==> src/rtl/fb_access_arbiter.sv <==
// fb_access_arbiter: shares one single-port frame-buffer RAM between the
// display read path (slot 0 of each 4-clk pixel period during active video)
// and the camera/filter write path (all remaining slots). Locks to pix_tick
// and flags off-cadence ticks in a sticky error bit.
// Optional feature: define FB_ARB_QVGA_EN for a 320x240 frame buffer that is
// read 2x2-upscaled; otherwise 640x480 addressing is used.
module fb_access_arbiter #(
    parameter int DATA_W = 16,
    parameter int ADDR_W = 19
) (
    input  logic              i_clk,
    input  logic              i_rst_n,
    input  logic              i_pix_tick,
    input  logic              i_de,
    input  logic [9:0]        i_x_pixel,
    input  logic [9:0]        i_y_pixel,
    input  logic              i_wr_valid,
    input  logic [ADDR_W-1:0] i_wr_addr,
    input  logic [DATA_W-1:0] i_wr_data,
    output logic              o_wr_ready,
    output logic              o_mem_en,
    output logic              o_mem_we,
    output logic [ADDR_W-1:0] o_mem_addr,
    output logic [DATA_W-1:0] o_mem_wdata,
    input  logic [DATA_W-1:0] i_mem_rdata,
    output logic [DATA_W-1:0] o_rd_pixel,
    output logic              o_rd_de,
    output logic              o_cadence_err
);

    typedef enum logic [1:0] {
        PH0 = 2'd0,
        PH1 = 2'd1,
        PH2 = 2'd2,
        PH3 = 2'd3
    } phase_t;

    phase_t              r_phase;
    phase_t              w_phase_nxt;
    logic                r_locked;
    logic                w_locked_nxt;
    logic                r_cadence_err;
    logic                w_cadence_set;
    logic                r_de_s;
    logic [9:0]          r_x_s;
    logic [9:0]          r_y_s;
    logic [DATA_W-1:0]   r_rd_pixel;
    logic                r_rd_de;

    logic                w_rd_slot;
    logic                w_wr_xfer;
    logic [ADDR_W-1:0]   w_xs;
    logic [ADDR_W-1:0]   w_ys;
    logic [ADDR_W-1:0]   w_disp_addr;

    // Display address from the sampled pixel coordinates (shift-add multiply).
`ifdef FB_ARB_QVGA_EN
    assign w_ys        = ADDR_W'(r_y_s[9:1]);
    assign w_xs        = ADDR_W'(r_x_s[9:1]);
    assign w_disp_addr = (w_ys << 8) + (w_ys << 6) + w_xs;
`else
    assign w_ys        = ADDR_W'(r_y_s);
    assign w_xs        = ADDR_W'(r_x_s);
    assign w_disp_addr = (w_ys << 9) + (w_ys << 7) + w_xs;
`endif

    // Phase/lock/error state register.
    always_ff @(posedge i_clk or negedge i_rst_n) begin
        if (!i_rst_n) begin
            r_phase       <= PH0;
            r_locked      <= 1'b0;
            r_cadence_err <= 1'b0;
        end else begin
            r_phase       <= w_phase_nxt;
            r_locked      <= w_locked_nxt;
            r_cadence_err <= r_cadence_err | w_cadence_set;
        end
    end

    // Next phase: any tick restarts at slot 0; only a tick in slot 3 is in cadence.
    always_comb begin
        w_phase_nxt   = r_phase;
        w_locked_nxt  = r_locked;
        w_cadence_set = 1'b0;
        if (!r_locked) begin
            if (i_pix_tick) begin
                w_locked_nxt = 1'b1;
                w_phase_nxt  = PH0;
            end
        end else if (i_pix_tick) begin
            w_phase_nxt   = PH0;
            w_cadence_set = (r_phase != PH3);
        end else begin
            case (r_phase)
                PH0:     w_phase_nxt = PH1;
                PH1:     w_phase_nxt = PH2;
                PH2:     w_phase_nxt = PH3;
                PH3:     w_phase_nxt = PH0;
                default: w_phase_nxt = PH0;
            endcase
        end
    end

    // Sample display timing on every pixel tick for the following slot 0.
    always_ff @(posedge i_clk or negedge i_rst_n) begin
        if (!i_rst_n) begin
            r_de_s <= 1'b0;
            r_x_s  <= '0;
            r_y_s  <= '0;
        end else if (i_pix_tick) begin
            r_de_s <= i_de;
            r_x_s  <= i_x_pixel;
            r_y_s  <= i_y_pixel;
        end
    end

    // Capture read data in slot 1 (RAM has one clk of read latency).
    always_ff @(posedge i_clk or negedge i_rst_n) begin
        if (!i_rst_n) begin
            r_rd_pixel <= '0;
            r_rd_de    <= 1'b0;
        end else if (r_phase == PH1) begin
            r_rd_pixel <= r_de_s ? i_mem_rdata : '0;
            r_rd_de    <= r_de_s;
        end
    end

    assign w_rd_slot  = r_locked && (r_phase == PH0) && r_de_s;
    assign o_wr_ready = r_locked && !w_rd_slot;
    assign w_wr_xfer  = i_wr_valid && o_wr_ready;

    // RAM port mux: display read has the slot-0 priority, else a granted write.
    always_comb begin
        o_mem_en    = 1'b0;
        o_mem_we    = 1'b0;
        o_mem_addr  = '0;
        o_mem_wdata = '0;
        if (w_rd_slot) begin
            o_mem_en   = 1'b1;
            o_mem_addr = w_disp_addr;
        end else if (w_wr_xfer) begin
            o_mem_en    = 1'b1;
            o_mem_we    = 1'b1;
            o_mem_addr  = i_wr_addr;
            o_mem_wdata = i_wr_data;
        end
    end

    assign o_rd_pixel    = r_rd_pixel;
    assign o_rd_de       = r_rd_de;
    assign o_cadence_err = r_cadence_err;

endmodule

==> config.mk <==
export PLATFORM = sky130hd
export DESIGN_NAME = fb_access_arbiter
export DESIGN_NICKNAME = d
export VERILOG_FILES = /design/src/rtl/fb_access_arbiter.sv
export SDC_FILE = /design/constraint.sdc
export NUM_CORES = 1
export LEC_CHECK = 0
export ABC_AREA = 1
export BUFFER_PORTS_ARGS = -buffer_cell sky130_fd_sc_hd__buf_2
export CELL_PAD_IN_SITES_DETAIL_PLACEMENT = 1
export CELL_PAD_IN_SITES_GLOBAL_PLACEMENT = 2
export CORE_MARGIN = 2
export CORE_UTILIZATION = 22
export CTS_CLUSTER_DIAMETER = 100
export DETAILED_ROUTE_END_ITERATION = 12
export PLACE_DENSITY = 0.75
export REMOVE_ABC_BUFFERS = 1
export SYNTH_ARGS = -nofsm -noshare
export SYNTH_HDL_FRONTEND = slang
export SYNTH_SLANG_ARGS = --single-unit
export TNS_END_PERCENT = 10
==> constraint.sdc <==
create_clock -name i_clk -period 2.53 [get_ports i_clk]
set_clock_uncertainty 0.1 [all_clocks]
set_input_delay 0.3795 -clock i_clk [delete_from_list [all_inputs] [get_ports i_clk]]
set_output_delay 0.3795 -clock i_clk [all_outputs]
set_load 0.05 [all_outputs]
==> load_flow_metrics.sql, run 1 <==
INSERT INTO impl_metrics (metric_group, metric, value, unit) VALUES
('pwr', 'power_frac_seq', '29.4', '%'),
('clock_network', 'numClockSinks', '42', ''),
('run_status', 'violations', 'negative setup slack', ''),
('yosys', 'seq_area_frac_synth', '39.0', '%'),
('drt', 'firstDrtPassIters', '4', ''),
('yosys', 'synth_top_cells_by_count', 'sky130_fd_sc_hd__nand2_1, sky130_fd_sc_hd__inv_1, sky130_fd_sc_hd__dfrtp_1', ''),
('drt', 'drt-total-wl', '8.53', 'mm'),
('run', 'cap_viol_max_count', '0', ''),
('worst_hold_path', 'hold-path-endpoint', 'r_x_s[7]$_DFFE_PN0P_', ''),
('setup_path', 'r2r-end', 'o_rd_de$_DFFE_PN0N_', ''),
('floorplan', 'num_rows', '40', ''),
('yosys', 'synth_enable_flop_cells', '0', ''),
('global_routing', 'globalRouteTotalUtil', '13.0', '%'),
('floorplan', 'floorplan.io_pins', '132', ''),
('yosys', 'ys_warn_count', '0', ''),
('placed_design', 'dp_hpwl', '6.82', 'mm'),
('yosys', 'dominant_combinational_cell_family_by_area_after_synthesis', 'simple AND/OR/NAND/NOR gates', ''),
('yosys', 'post_synth_and_or_nand_nor_area_fraction', '26.9', '%'),
('setup_path', 'timing.reg2reg.setup_slack', '1.02', 'ns'),
('setup_path', 'cp_cell_sequence', 'inv_2 > fa_1 > inv_2 > fa_2 > nand2_2 > inv_2 > nand2_2 > nand3_4 > nand2_2 > nand2_1 > nand2_1 > nand3_1 > nand2_1 > buf_6', ''),
('pwr', 'p_int', '1.61', 'mW'),
('clock_network', 'cell_chosen_for_the_clock_root', 'sky130_fd_sc_hd__clkbuf_16', ''),
('yosys', 'synth_fa_ha_area_share', '11.7', '%'),
('floorplan', 'die_y', '115', 'microns'),
('drt', 'drt_iter0_markers', '72', ''),
('timing', 'timing.setup.tns', '-2.38', 'ns'),
('setup_path', 'critical_register_to_register_path_startpoint', 'r_phase[1]$_DFFE_PN0P_', ''),
('clock_network', 'tritoncts_clock_tree', 'yes', ''),
('timing', 'unrepaired_setup_endpoints_after_global_routing', 'yes', ''),
('timing', 'setup_viol', '10', ''),
('yosys', 'synth_compound_area_share', '9.62', '%'),
('setup_path', 'worstRegToRegCells', '4', ''),
('pwr', 'static-leakage-power', '2.26', 'nW'),
('drt', 'avgRoutedWirePerCell', '12.9', 'microns'),
('global_routing', 'grt.overflow.total', '0', ''),
('setup_path', 'crit_path_start', 'r_y_s[0]$_DFFE_PN0P_', ''),
('run_status', 'run_status', 'finished, violations left', ''),
('timing', 'report.final.slew_viol_count', '0', ''),
('global_routing', 'grt_max_degree', '34', ''),
('pwr', 'power.combinational.fraction', '43.2', '%'),
('yosys', 'synthesis.area', '0.00269', 'sq mm'),
('floorplan', 'core_area', '0.0120', 'sq mm'),
('pwr', 'pwr-share-clk', '27.4', '%'),
('yosys', 'synth_mux_area_share', '0.418', '%'),
('layout', 'post-route-util', '32.9', '%'),
('worst_hold_path', 'holdPathStages', '3', ''),
('layout', 'drive_gt1_share', '35.8', '%'),
('timing', 'measured_slew_at_the_worst_slew_check_pin', '0.459', 'ns'),
('placed_design', 'gpl.final_weighted_congestion', '0.829', ''),
('placed_design', 'detailedPlace.worstSlack', '-0.288', 'ns'),
('timing', 'fin_ws', '-0.293', 'ns'),
('yosys', 'synthXorXnorAreaFrac', '0.651', '%'),
('yosys', 'async_reset_ff_share', '100', '%'),
('clock_network', 'insertion_delay', '0.28', 'ns'),
('setup_path', 'crit_type', 'reg -> out', ''),
('setup_path', 'startpoint_type', 'flip-flop', ''),
('placed_design', 'io_buffer_count', '131', ''),
('yosys', 'area_leader_netlist', 'sky130_fd_sc_hd__dfrtp_1', ''),
('pwr', 'cellPowerDensity', '683', 'mW/mm^2'),
('layout', 'antennaDiodeCount', '0', ''),
('yosys', 'synthDominantCellAreaShare', '39.0', '%'),
('clock_network', 'cts-buffers-inserted', '5', ''),
('worst_hold_path', 'hold_path_startpoint', 'i_x_pixel[7]', ''),
('timing', 'min_period', '2.82', 'ns'),
('setup_path', 'crit_arrival', '2.34', 'ns'),
('layout', 'layout.nets', '614', ''),
('pwr', 'p_switching', '1.08', 'mW'),
('yosys', 'post-synth-top-count-cell', 'sky130_fd_sc_hd__nand2_1', ''),
('clock_network', 'clockBufferDepth', '2', ''),
('clock_network', 'ctsHtreeMaxLevel', '2', ''),
('global_routing', 'first_global_vias', '2887', '');
what timing repair did:
item	in CTS	in global routing
buffers inserted	0	0
hold buffers	1	0
gates resized for setup	32	18
hold endpoints to repair	19	0
pin swaps	6	6
setup endpoints to repair	16	16
area by class of cell:
class	count	area (sq um)	area share [%]
multi-input combinational	249	1400	35.5
clock buffer	6	139	3.53
inverter	63	249	6.32
timing repair buffer	153	886	22.5
tap	147	184	4.67
clock inverter	1	30.0	0.763
sequential	42	1050	26.7
placed cells by master, fill, tap and decap left out, types with 2 or more instances in the layout:
cell type,instances
sky130_fd_sc_hd__o21ai_1,2
sky130_fd_sc_hd__a22o_1,3
sky130_fd_sc_hd__clkbuf_16,5
sky130_fd_sc_hd__buf_6,8
sky130_fd_sc_hd__nand3_1,28
sky130_fd_sc_hd__o21ai_0,38
sky130_fd_sc_hd__a21oi_2,2
sky130_fd_sc_hd__xnor2_1,2
sky130_fd_sc_hd__ha_1,18
sky130_fd_sc_hd__ha_4,2
sky130_fd_sc_hd__nand4_1,2
sky130_fd_sc_hd__buf_2,118
sky130_fd_sc_hd__nand2_2,4
sky130_fd_sc_hd__dfrtp_1,42
sky130_fd_sc_hd__nand3_2,2
sky130_fd_sc_hd__nor2_1,27
sky130_fd_sc_hd__nand2_1,104
sky130_fd_sc_hd__inv_2,6
sky130_fd_sc_hd__a21oi_1,2
sky130_fd_sc_hd__inv_1,56
sky130_fd_sc_hd__buf_4,26
sky130_fd_sc_hd__ha_2,2
sky130_fd_sc_hd__nand3b_1,3
kinds of logic after synthesis:
logic type	Yosys count
simple gates	173
buf+inv	78
compound gates	49
flops	42
fa+ha+maj	24
xor+xnor	2
mux	1
critical path, delay by kind of cell (launching register included):
| family | cells | cell delay [ns] |
|---|---|---|
| DFF | 1 | 0.36 |
| adders and majority gates | 2 | 0.85 |
| and+or+nand+nor | 8 | 0.54 |
| buffers and inverters | 4 | 0.28 |
metrics by stage:
stage / area [sq um] / hold WS, ns / std cells / total power [mW]
5_1_grt: 3940 / 0.207 / 661 / 2.86
2_1_floorplan: 2620 / -0.0161 / 354 / 1.53
3_3_place_gp: 3610 / 0.260 / 653 / 1.88
6_report: 3940 / 0.197 / 661 / 2.69
4_1_cts: 3880 / 0.193 / 661 / 2.71
3_5_place_dp: 3610 / 0.258 / 653 / 1.90
flip-flops by register name (all words and copies together), names as in the netlist:
register,count
o_cadence_err,1
o_rd_de,1
o_rd_pixel,16
r_de_s,1
r_locked,1
r_phase,2
r_x_s,10
r_y_s,10
routing by layer:
metal | global-route usage [%] | up-vias | share of wire [%]
li1 | - | 1437 | -
met1 | 16.5 | 1342 | 45
met2 | 22.1 | 72 | 49
met3 | 3.60 | 11 | 5.6
met4 | 3.09 | 2 | 1.0
met5 | 0 | - | 0.15
worst max path at each step:
stage,to,slack [ns],cells after the start
4_1_cts,o_mem_addr[16],-0.39,14
3_5_place_dp,o_mem_addr[16],-0.29,14
2_1_floorplan,o_mem_addr[12],-0.82,10
5_1_grt,o_mem_addr[13],-0.46,13
3_3_place_gp,o_mem_addr[16],-0.26,14
6_report,o_mem_addr[16],-0.29,14
power by group through the flow:
stage / Clock, mW / Combinational (mW) / Sequential, mW
floorplan: 0 / 0.574 / 0.953
global placement: 0 / 1.08 / 0.797
detailed placement: 0 / 1.10 / 0.799
CTS: 0.764 / 1.15 / 0.792
global route: 0.788 / 1.27 / 0.802
finish: 0.737 / 1.16 / 0.791
Power figures use the tool's default switching activity.
==> run 2, diff against run 1 <==
- CORE_MARGIN: 2 -> default
==> load_flow_metrics.sql, run 2 (synthesis results as in run 1) <==
INSERT INTO impl_metrics (metric_group, metric, value, unit) VALUES
('layout', 'area.growth.synth_to_final', '47.6', '%'),
('layout', 'drive_gt1_share', '36.6', '%'),
('global_routing', 'grt.overflow.total', '0', ''),
('timing', 'min_period', '2.90', 'ns'),
('drt', 'drt-total-wl', '8.47', 'mm'),
('layout', 'multiInputGateArea', '0.00143', 'sq mm'),
('setup_path', 'worst_path_largest_cell_delay', '0.55', 'ns'),
('setup_path', 'timing.critical_path.max_delay_family', 'adder cells', ''),
('timing', 'max-slew-margin-rel', '70.9', '%'),
('run', 'cap_viol_max_count', '0', ''),
('setup_path', 'crit_type', 'reg -> out', ''),
('layout', 'layout_common_cells', 'sky130_fd_sc_hd__buf_2, sky130_fd_sc_hd__nand2_1, sky130_fd_sc_hd__inv_1', ''),
('drt', 'avgRoutedWirePerCell', '12.8', 'microns'),
('floorplan', 'floorplan.io_pins', '132', ''),
('clock_network', 'cell_chosen_for_the_clock_root', 'sky130_fd_sc_hd__clkbuf_16', ''),
('layout', 'layout.nets', '613', ''),
('floorplan', 'die_x', '113', 'microns'),
('floorplan', 'die-area', '0.0127', 'sq mm'),
('clock_network', 'ctsHtreeMaxLevel', '2', ''),
('global_routing', 'grt_pass1_wl', '13.9', 'mm'),
('timing', 'final_hold_vios', '0', ''),
('timing', 'worst_hold_slack', '0.198', 'ns'),
('pwr', 'vdd_drop_max', '0.000315', 'V'),
('drt', 'vias_per_cell', '4.32', ''),
('timing', 'unrepaired_setup_endpoints_after_global_routing', 'yes', ''),
('layout', 'post-route-util', '33.2', '%'),
('clock_network', 'numClockSinks', '42', ''),
('layout', 'seqCellArea', '0.00105', 'sq mm'),
('setup_path', 'cp.required', '2.05', 'ns'),
('placed_design', 'dp_hpwl', '6.65', 'mm'),
('global_routing', 'grt_max_degree', '34', ''),
('timing', 'max_clk_rate', '0.345', 'GHz'),
('clock_network', 'post_cts.repair.setup_buffers', '0', ''),
('pwr', 'cellPowerDensity', '680', 'mW/mm^2'),
('layout', 'filler_cell_count', '1475', ''),
('run_status', 'run_status', 'finished, violations left', ''),
('placed_design', 'io_buffer_count', '131', ''),
('floorplan', 'initial_core_util', '22.5', '%'),
('timing', 'fin_ws', '-0.365', 'ns'),
('drt', 'firstDrtPassIters', '4', ''),
('timing', 'timing.final.crit_share', '114', '%'),
('drt', 'drt_iter0_markers', '55', ''),
('global_routing', 'antenna_found_initial', '2', ''),
('clock_network', 'tritoncts_clock_tree', 'yes', ''),
('setup_path', 'timing.critical_path.buf_inv', '4', ''),
('pwr', 'post-layout-total-power', '2.70', 'mW'),
('drt', 'vias', '2861', ''),
('setup_path', 'cp_cell_sequence', 'inv_2 > fa_1 > inv_2 > fa_2 > nand2_2 > inv_2 > nand2_2 > nand3_4 > nand2_2 > nand2_1 > nand2_1 > nand3_1 > nand2_1 > buf_6', ''),
('placed_design', 'gpl.final_weighted_congestion', '0.778', ''),
('floorplan', 'die_y', '113', 'microns'),
('worst_hold_path', 'worstHoldPathType', 'in -> reg', ''),
('run_status', 'violations', 'negative setup slack', ''),
('clock_network', 'cts-buffers-inserted', '5', ''),
('layout', 'largest_register_ff_count', '16', ''),
('layout', 'mostFrequentLayoutCell', 'sky130_fd_sc_hd__buf_2', ''),
('floorplan', 'core_area', '0.0120', 'sq mm'),
('setup_path', 'cp-end-kind', 'output port', ''),
('timing', 'report.final.slew_viol_count', '0', ''),
('setup_path', 'path_max_fanout', '3', ''),
('setup_path', 'startpoint_type', 'flip-flop', ''),
('global_routing', 'first_global_vias', '2969', ''),
('clock_network', 'clockBufferDepth', '2', ''),
('clock_network', 'path_clk_slew', '0.06', 'ns'),
('pwr', 'static-leakage-power', '2.28', 'nW'),
('placed_design', 'detailed_place.area', '0.00362', 'sq mm'),
('setup_path', 'worstRegToRegCells', '4', ''),
('timing', 'setup_viol', '10', ''),
('layout', 'final_cell_area', '0.00398', 'sq mm'),
('setup_path', 'crit_arrival', '2.42', 'ns'),
('worst_hold_path', 'holdPathStages', '3', ''),
('clock_network', 'insertion_delay', '0.28', 'ns'),
('drt', 'ant_nets', '0', ''),
('setup_path', 'cp_num_cells', '14', ''),
('timing', 'measured_slew_at_the_worst_slew_check_pin', '0.436', 'ns'),
('drt', 'post-route-drc-count', '0', ''),
('floorplan', 'num_rows', '40', ''),
('global_routing', 'globalRouteTotalUtil', '13.6', '%'),
('setup_path', 'critical_path.slowest_cell', 'sky130_fd_sc_hd__fa_1', '');
## run 2: cell types whose count changed in the layout (fill, tap and decap cells not counted), sizes merged
cell / change
buf: -3
clkinv: +1
diode: +1
inv: +1
clkbuf: +1
## run 2: stage by stage
stage | setup TNS [ns] | setup WS, ns | std cells
after floorplan | -5.77 | -0.819 | 354
after global placement | -1.37 | -0.249 | 652
after detailed placement | -1.97 | -0.317 | 652
after CTS | -3.02 | -0.381 | 661
after global routing | -4.11 | -0.515 | 661
final | -2.89 | -0.365 | 662
## run 2: report_power, final
part           internal, mW  leakage, nW  total [mW]  switching [mW]
combinational         0.393         1.67        1.19           0.794
sequential            0.747        0.521       0.790          0.0425
clock                 0.462       0.0836       0.726           0.264
## run 2: layer usage
layer  wire length (microns)  GRT usage [%]  vias to the layer above
li1                        -              -                     1434
met1                    3610           15.4                     1366
met2                    4430           25.4                       55
met3                     401           3.56                        4
met4                      16           2.67                        2
met5                      16              0                        -
## run 2: final timing paths
check,startpoint,slack [ns],endpoint
worst min register to register,r_x_s[8]$_DFFE_PN0P_,0.39,r_x_s[8]$_DFFE_PN0P_
min in group asynchronous,i_rst_n,0.43,o_rd_pixel[5]$_DFFE_PN0N_
worst max-delay path,r_x_s[9]$_DFFE_PN0P_,-0.37,o_mem_addr[14]
max in group asynchronous,i_rst_n,1.20,o_rd_pixel[9]$_DFFE_PN0N_
worst min-delay path,i_y_pixel[5],0.20,r_y_s[5]$_DFFE_PN0P_
worst max register to register,r_phase[1]$_DFFE_PN0P_,1.01,o_rd_de$_DFFE_PN0N_
## run 2: what timing repair did
item | in CTS | in global routing
pin swaps | 7 | 6
resized for setup | 33 | 24
hold buffers | 1 | 0
setup endpoints to repair | 10 | 14
endpoints found under the hold margin | 14 | 0
## run 2: worst register-to-register path, delay by kind of cell, from the launching register on
family	cells	cell delay, ns
adder cells (fa/ha/maj)	1	0.16
buffers and inverters	2	0.39
flip-flops	1	0.38
multiplexers	1	0.37
## run 2: final cells by class
class / count / share of cell area, %
diodes: 1 / 0.0630
inverters: 63 / 6.01
well taps: 147 / 4.63
repair buffers: 152 / 22.7
clock inverters: 3 / 1.01
flip-flops and latches: 42 / 26.4
clock buffers: 5 / 3.15
multi-input cells: 249 / 36.0
